$ cat src/rtl/mux4_rr_sel_if.sv
// Bundle of the request/select/handshake signals between the round-robin
// select generator (master) and the requesters plus the downstream consumer (slave).
interface mux4_rr_sel_if;
  logic [3:0] req;
  logic       out_ready;
  logic [1:0] sel;
  logic [3:0] grant;
  logic       out_valid;
  logic       xfer;

  modport master (
    input  req,
    input  out_ready,
    output sel,
    output grant,
    output out_valid,
    output xfer
  );

  modport slave (
    output req,
    output out_ready,
    input  sel,
    input  grant,
    input  out_valid,
    input  xfer
  );
endinterface

$ cat src/rtl/mux4_rr_sel.sv
// Round-robin select generator for a 4:1 mux: grants one requester at a time,
// caps each grant at MAX_BURST transfers and rotates priority on release.
module mux4_rr_sel #(
  parameter int MAX_BURST = 4
) (
  input logic           clk,
  input logic           rst,
  mux4_rr_sel_if.master bus
);

  typedef enum logic {
    IDLE,
    GRANT
  } state_e;

  state_e     state_q, state_d;
  logic [1:0] sel_q, sel_d;
  logic [1:0] ptr_q, ptr_d;
  logic [3:0] grant_q, grant_d;
  logic [3:0] cnt_q, cnt_d;

  logic       outValid;
  logic       xferNow;
  logic       lastBeat;
  logic       relNow;
  logic [1:0] scanStart;
  logic [2:0] win;

  // Returns {found, index} of the first set request scanning from start upward mod 4.
  function automatic logic [2:0] pickWinner(input logic [3:0] reqv, input logic [1:0] start);
    logic [2:0] res;
    logic [1:0] idx;
    res = 3'b000;
    for (int k = 3; k >= 0; k--) begin
      idx = start + 2'(k);
      if (reqv[idx]) res = {1'b1, idx};
    end
    return res;
  endfunction

  always_comb begin
    outValid  = (state_q == GRANT) & bus.req[sel_q];
    xferNow   = outValid & bus.out_ready;
    lastBeat  = (cnt_q == 4'(MAX_BURST - 1));
    relNow    = (state_q == GRANT) & (~bus.req[sel_q] | (xferNow & lastBeat));
    // On release the scan starts just past the released channel, making it lowest priority.
    scanStart = relNow ? (sel_q + 2'd1) : ptr_q;
    win       = pickWinner(bus.req, scanStart);

    state_d = state_q;
    sel_d   = sel_q;
    ptr_d   = ptr_q;
    grant_d = grant_q;
    cnt_d   = cnt_q;

    case (state_q)
      IDLE: begin
        if (win[2]) begin
          state_d = GRANT;
          sel_d   = win[1:0];
          grant_d = 4'b0001 << win[1:0];
          cnt_d   = 4'd0;
        end else begin
          grant_d = 4'b0000;
        end
      end
      GRANT: begin
        if (relNow) begin
          ptr_d = sel_q + 2'd1;
          if (win[2]) begin
            sel_d   = win[1:0];
            grant_d = 4'b0001 << win[1:0];
            cnt_d   = 4'd0;
          end else begin
            state_d = IDLE;
            grant_d = 4'b0000;
            cnt_d   = 4'd0;
          end
        end else if (xferNow) begin
          cnt_d = cnt_q + 4'd1;
        end
      end
      default: state_d = IDLE;
    endcase
  end

  always_ff @(posedge clk) begin
    if (rst) begin
      state_q <= IDLE;
      sel_q   <= 2'b00;
      ptr_q   <= 2'b00;
      grant_q <= 4'b0000;
      cnt_q   <= 4'd0;
    end else begin
      state_q <= state_d;
      sel_q   <= sel_d;
      ptr_q   <= ptr_d;
      grant_q <= grant_d;
      cnt_q   <= cnt_d;
    end
  end

  assign bus.sel       = sel_q;
  assign bus.grant     = grant_q;
  assign bus.out_valid = outValid;
  assign bus.xfer      = xferNow;

endmodule

$ cat src/flat_wrapper.sv
// flat-port wrapper written by rule: the top's interface ports become plain ports
module mux4_rr_sel_flat 
#(
  parameter int MAX_BURST = 4
)
  (clk, rst, bus_req, bus_out_ready, bus_sel, bus_grant, bus_out_valid, bus_xfer);
  mux4_rr_sel_if bus_i ();
  input logic clk;
  input logic rst;
  input wire logic [$bits(bus_i.req)-1:0] bus_req;
  input wire logic [$bits(bus_i.out_ready)-1:0] bus_out_ready;
  output wire logic [$bits(bus_i.sel)-1:0] bus_sel;
  output wire logic [$bits(bus_i.grant)-1:0] bus_grant;
  output wire logic [$bits(bus_i.out_valid)-1:0] bus_out_valid;
  output wire logic [$bits(bus_i.xfer)-1:0] bus_xfer;
  assign bus_i.req = bus_req;
  assign bus_i.out_ready = bus_out_ready;
  assign bus_sel = bus_i.sel;
  assign bus_grant = bus_i.grant;
  assign bus_out_valid = bus_i.out_valid;
  assign bus_xfer = bus_i.xfer;
  mux4_rr_sel #(.MAX_BURST(MAX_BURST)) u_core (.clk(clk), .rst(rst), .bus(bus_i));
endmodule
$ cat config.mk
export PLATFORM = sky130hd
export DESIGN_NAME = mux4_rr_sel_flat
export DESIGN_NICKNAME = d
export VERILOG_FILES = /design/src/rtl/mux4_rr_sel_if.sv /design/src/rtl/mux4_rr_sel.sv /design/src/flat_wrapper.sv
export SDC_FILE = /design/constraint.sdc
export NUM_CORES = 1
export LEC_CHECK = 0
export CAP_MARGIN = 20
export CORE_MARGIN = 2
export CORE_UTILIZATION = 55
export DETAILED_ROUTE_END_ITERATION = 10
export PLACE_DENSITY = 0.83
export SLEW_MARGIN = 30
export SYNTH_ARGS = -nofsm -noshare
export SYNTH_HDL_FRONTEND = slang
export SYNTH_SLANG_ARGS = --single-unit
$ cat constraint.sdc
create_clock -name clk -period 3.24 [get_ports clk]
set_input_delay 0.486 -clock clk [delete_from_list [all_inputs] [get_ports clk]]
set_output_delay 0.486 -clock clk [all_outputs]
set_load 0.01 [all_outputs]
After elaboration in Yosys (flattened, before gate mapping)
Index checks and enable logic that the tools add are counted.

Flip-flop bits (word level): 13. Input port bits: 7. Output and inout bits: 8. Logic and storage cells: 56.

$add $sub $neg: 5. $lt $le $gt $ge: 5. Equality and inequality tests: 4. Shifts and indexed selects: 1. Mux-type cells: 28. Bitwise operators: 7. Reductions and logical operators: 1.

Operators by type and width (count): 4-bit two-way mux (5); 4-bit case mux with 2 select lines (2); 2-bit by 3-bit < comparator with 1-bit output, second input constant (5); 3-bit two-way mux (4); 1-bit binary-select mux with 2-bit select (5); 1-bit two-way mux (7); 2-bit two-way mux (3); 2-bit by 1-bit adder with 2-bit output, second input constant (2); 2-bit adder, second input constant (2); 4-bit by 1-bit adder with 4-bit output, second input constant (1); 1-bit bitwise AND (4); 4-bit by 2-bit == test with 1-bit output, second input constant (1); 2-bit case mux with 2 select lines (1); 1-bit by 2-bit left shift with 4-bit output, first input constant (1); 3-bit != test, second input constant (1); 2-bit by 1-bit != test with 1-bit output, second input constant (1); 2-bit != test, second input constant (1); 1-bit NOT (2); 1-bit case mux with 2 select lines (1); 2-bit AND reduction (1); 1-bit bitwise OR (1).

Longest topological paths before layout
Gate-level depths: netlist of the first run.

Depth in word-level cells: 19. Gate-level depth with buffers: 6. Depth with buffers taken out: 6.

Worst setup path after synthesis of the first run
Ideal clock, no wire load.

Kind: input -> register. Start: input port bus_req[1]. End: register u_core.grant_q[2] (netlist: u_core.bus.grant[2]). Setup time: 0.116 ns. Data arrival time: 2.121 ns. Required time: 3.124 ns. Path slack: 1.003 ns. Cell stages on the path: 6. Path through: clkbuf_1 mux4_2 a21oi_4 nor4b_1 nor3_1 a31o_2.

Cells in the longest elaborated chain, start to end: 19. Elaborated cells between the ends (all ways): 29.

Ends and longest elaborated chain: from (decl) (line flat_wrapper.sv:10) `input wire logic [$bits(bus_i.req)-1:0] bus_req;`; 1-bit binary-select mux with 2-bit select (line mux4_rr_sel.sv:42, mux4_rr_sel.sv:45); 1-bit two-way mux (not written as such) (line mux4_rr_sel.sv:42, mux4_rr_sel.sv:45); 1-bit bitwise AND (line mux4_rr_sel.sv:42) `outValid = (state_q == GRANT) & bus.req[sel_q];`; 1-bit bitwise AND (line mux4_rr_sel.sv:43) `xferNow = outValid & bus.out_ready;`; 1-bit bitwise AND (line mux4_rr_sel.sv:45) `relNow = (state_q == GRANT) & (~bus.req[sel_q] | (xferNow & lastBeat));`; 1-bit bitwise OR (line mux4_rr_sel.sv:45); 1-bit bitwise AND (line mux4_rr_sel.sv:45); 2-bit two-way mux (line mux4_rr_sel.sv:47) `scanStart = relNow ? (sel_q + 2'd1) : ptr_q;`; 2-bit adder (line mux4_rr_sel.sv:35) `idx = start + 2'(k);`; 1-bit binary-select mux with 2-bit select (line mux4_rr_sel.sv:36) `if (reqv[idx]) res = {1'b1, idx};`; 1-bit two-way mux (not written as such) (line mux4_rr_sel.sv:36); 3-bit two-way mux (4 in series) (line mux4_rr_sel.sv:36); 1-bit by 2-bit left shift with 4-bit output (line mux4_rr_sel.sv:61, mux4_rr_sel.sv:72); 4-bit two-way mux (line mux4_rr_sel.sv:58, mux4_rr_sel.sv:70); 4-bit two-way mux (line mux4_rr_sel.sv:68) `if (relNow) begin`; 4-bit case mux with 2 select lines (line mux4_rr_sel.sv:56) `case (state_q)`; to (signal assigned) (line mux4_rr_sel.sv:98) `grant_q <= grant_d;`; to (decl) (line mux4_rr_sel.sv:19) `logic [3:0] grant_q, grant_d;`.

Parallel ways exist; a longest one is shown, timed or not. The select of a mux whose other input is x is not followed. A chain may end at the register's enable or synchronous reset.

Final worst setup path of the first run
Start: input port bus_req[1]. End: output port bus_out_valid.

Cells in the longest elaborated chain, start to end: 3.

Ends and longest elaborated chain: 1-bit binary-select mux with 2-bit select (line mux4_rr_sel.sv:42); 1-bit two-way mux (not written as such) (line mux4_rr_sel.sv:42); 1-bit bitwise AND (line mux4_rr_sel.sv:42); to (decl) (line flat_wrapper.sv:14) `output wire logic [$bits(bus_i.out_valid)-1:0] bus_out_valid;`.

Every way passes these cells. The select of a mux whose other input is x is not followed.

==> results_dict.tcl, run 1 <==
set metrics [dict create \
    status "finished clean" \
    hold_class "flip-flop to flip-flop" \
    drive_gt1_share_pct 11.2 \
    finalMaxSlewViolations 0 \
    critPathMaxFanout 9 \
    nNetsFinal 125 \
    route.detailed.drc 0 \
    grtUsageTotal_pct 23.5 \
    vias 828 \
    p_per_area_nw_per_um2 422 \
    overflow 0 \
    cts_root_buf "clkbuf_4" \
    netlist_area_um2 867 \
    yosysTopAreaCell "dfxtp_1" \
    hpwl_mm 1.43 \
    die_w_um 43.7 \
    numCtsBuffers 3 \
    fp.dieH_um 43.7 \
    worstMarginPinSlew_ps 541 \
    cp.required_ps 2750 \
    synth_top_area_share_pct 30.0 \
    synth_nets 110 \
    antenna_found_initial 0 \
    yosys_warnings 0 \
    cts_resized 0 \
    core-area_um2 1490 \
    p_leak_nw 0.369 \
    layout_commonest_cell "clkdlybuf4s50_1" \
    hold_viol 0 \
    ios 15 \
    critical_path_class "input port to output pin" \
    rsz0062_at_grt "no" \
    grt_pass1_wl_mm 3.33 \
    fill_cells 127 \
    syn_inst 102 \
    grt_max_degree 17 \
    synth-seq-cells 13 \
    postSynthAreaPerCell_um2 8.50 \
    grt_pass1_vias 768 \
    ys_types 46 \
    clock-sinks 13 \
    post_drt_wl_per_cell_um 14.8 \
    min_from "u_core.cnt_q[3]" \
    ir_drop_mv 0.331 \
    whs_ps 494 \
    async_reset_ff_share_pct 0 \
    slowest_stage "mux4_2" \
    antenna_cells 0 \
    drt_first_iter_violations 22 \
    viasPerCell 6.27 \
    initial_core_util_pct 58.2 \
    path_cells "clkdlybuf4s50_1 > mux4_2 > and2_2 > clkdlybuf4s50_1" \
    period_share_pct 86.4 \
    drtPass1Iterations 4 \
    crit_path_max_incr_delay_ps 590 \
    gp_congestion 0.826 \
    maxCapViolations 0 \
    cts_max_level 1 \
    slew-limit-headroom_pct 63.8 \
    crit_start "bus_req[1]" \
    fin_setup_tns_ps 0 \
    cpMostUsedCell "clkdlybuf4s50_1" \
    cp-end-kind "output pin" \
    ant_nets 0 \
    clk_pin_slew_ps 80 \
    ys_seq_area_share_pct 30.0 \
    multiInputGateArea_um2 564 \
    final-seq-area_um2 260 \
    synthFlopType "dfxtp_1" \
    layout.cells.most_common_list "clkdlybuf4s50_1 (14), dfxtp_1 (13), nor2_1 (8), a21oi_1 (7), nand2_1 (5)" \
    routed_wl_mm 1.95 \
    fmax_mhz 357 \
    period_needed_ps 2800 \
    cts_tree "yes" \
    r2r_start "u_core.bus.sel[0]" \
    fp-row-count 14 \
    max-clock-path-buffers 2 \
    post_cts_buffers 0 \
    synth-edff-count 0 \
    crit_arrival_ps 2310 \
    area_delta_synth_final_pct 19.6 \
    clk_latency_ps 280 \
    port_buffers 14 \
    synthTopCellsByArea "dfxtp_1 (30%), a21oi_1 (4.0%), mux2i_1 (3.5%), nor2_1 (3.5%), nand2b_1 (2.9%)" \
    ctsHoldBuffers 0 \
    clock_skew_ps 0.990 \
    start_kind "input port" \
    report.final.setup_viol 0 \
    die_area_um2 1910 \
]
critical path: cells and delay by family:
family                 cells  cell delay [ps]
multiplexers               1              590
AND/OR/NAND/NOR            1              230
buffers and inverters      2             1010
final cells by class:
class,instances,share of cell area (%)
Sequential cell,13,25.1
Tap cell,16,1.93
Multi-Input combinational cell,80,54.4
Clock buffer,4,2.53
Inverter,3,1.09
Timing Repair Buffer,16,15.0
kinds of logic after synthesis:
| logic type | count (synthesis) | share of synthesized area, % |
|---|---|---|
| simple gates | 45 | 31.0 |
| compound gates | 28 | 24.2 |
| flops | 13 | 30.0 |
| buf+inv | 9 | 4.90 |
| mux | 5 | 7.36 |
| xor+xnor | 1 | 1.01 |
| fa+ha+maj | 1 | 1.44 |
report_power, final:
| part | internal, mW | switching, mW | leakage (nW) |
|---|---|---|---|
| sequential | 0.174 | 0.0190 | 0.106 |
| clock | 0.0479 | 0.0547 | 0.0150 |
| combinational | 0.0738 | 0.0691 | 0.248 |
worst paths after layout:
kind,to,slack (ps),cells past startpoint
worst min-delay path,u_core.cnt_q[3],490,2
worst min register to register,u_core.cnt_q[3],490,2
worst max-delay path,bus_out_valid,440,4
worst max register to register,u_core.bus.grant[2],740,5
synth_stat cells (2+ instances only):
cell type / instances
dfxtp_1: 13
nor2_1: 8
a21oi_1: 7
nand2_1: 5
clkbuf_1: 4
nand2b_1: 4
inv_1: 3
mux2i_1: 3
nand3_1: 3
nand3b_1: 3
o21ai_0: 3
or3_1: 3
a211oi_1: 2
a21boi_0: 2
and2_0: 2
and3_1: 2
nand4_1: 2
nand4bb_1: 2
nor2b_1: 2
nor3_1: 2
nor4b_1: 2
registers in the layout, summed over array words and instances (netlist names):
signal and count:
u_core.bus.grant 4, u_core.bus.sel 2, u_core.cnt_q 4, u_core.ptr_q 2, u_core.state_q 1
per-stage QoR:
stage / instance area (um^2) / util [%] / cells / setup WS, ps / total power, mW
2_1_floorplan: 867 / - / 102 / 1000 / 0.290
6_report: 1040 / 69.7 / 132 / 441 / 0.438
5_1_grt: 1040 / 69.7 / 132 / 375 / 0.463
3_5_place_dp: 1010 / 67.9 / 128 / 349 / 0.337
4_1_cts: 1040 / 69.7 / 132 / 446 / 0.440
3_3_place_gp: 1010 / 67.9 / 128 / 478 / 0.334
layer usage:
| metal | share of wire [%] | GRT usage [%] | wire [um] | up-vias |
|---|---|---|---|---|
| met5 | 0 | 0 | 0 | - |
| met4 | 1.7 | 12.1 | 34 | 0 |
| met3 | 4.0 | 4.17 | 78 | 5 |
| met2 | 48 | 38.2 | 931 | 19 |
| met1 | 46 | 29.6 | 905 | 390 |
| li1 | - | - | - | 414 |
Power figures use the tool's default switching activity.
==> inputs of run 2 (changes only) <==
Settings changed: CTS_CLUSTER_SIZE from default to 25.
==> results of run 2 <==
Final layout, timing and power as in run 1 (identical DEF).
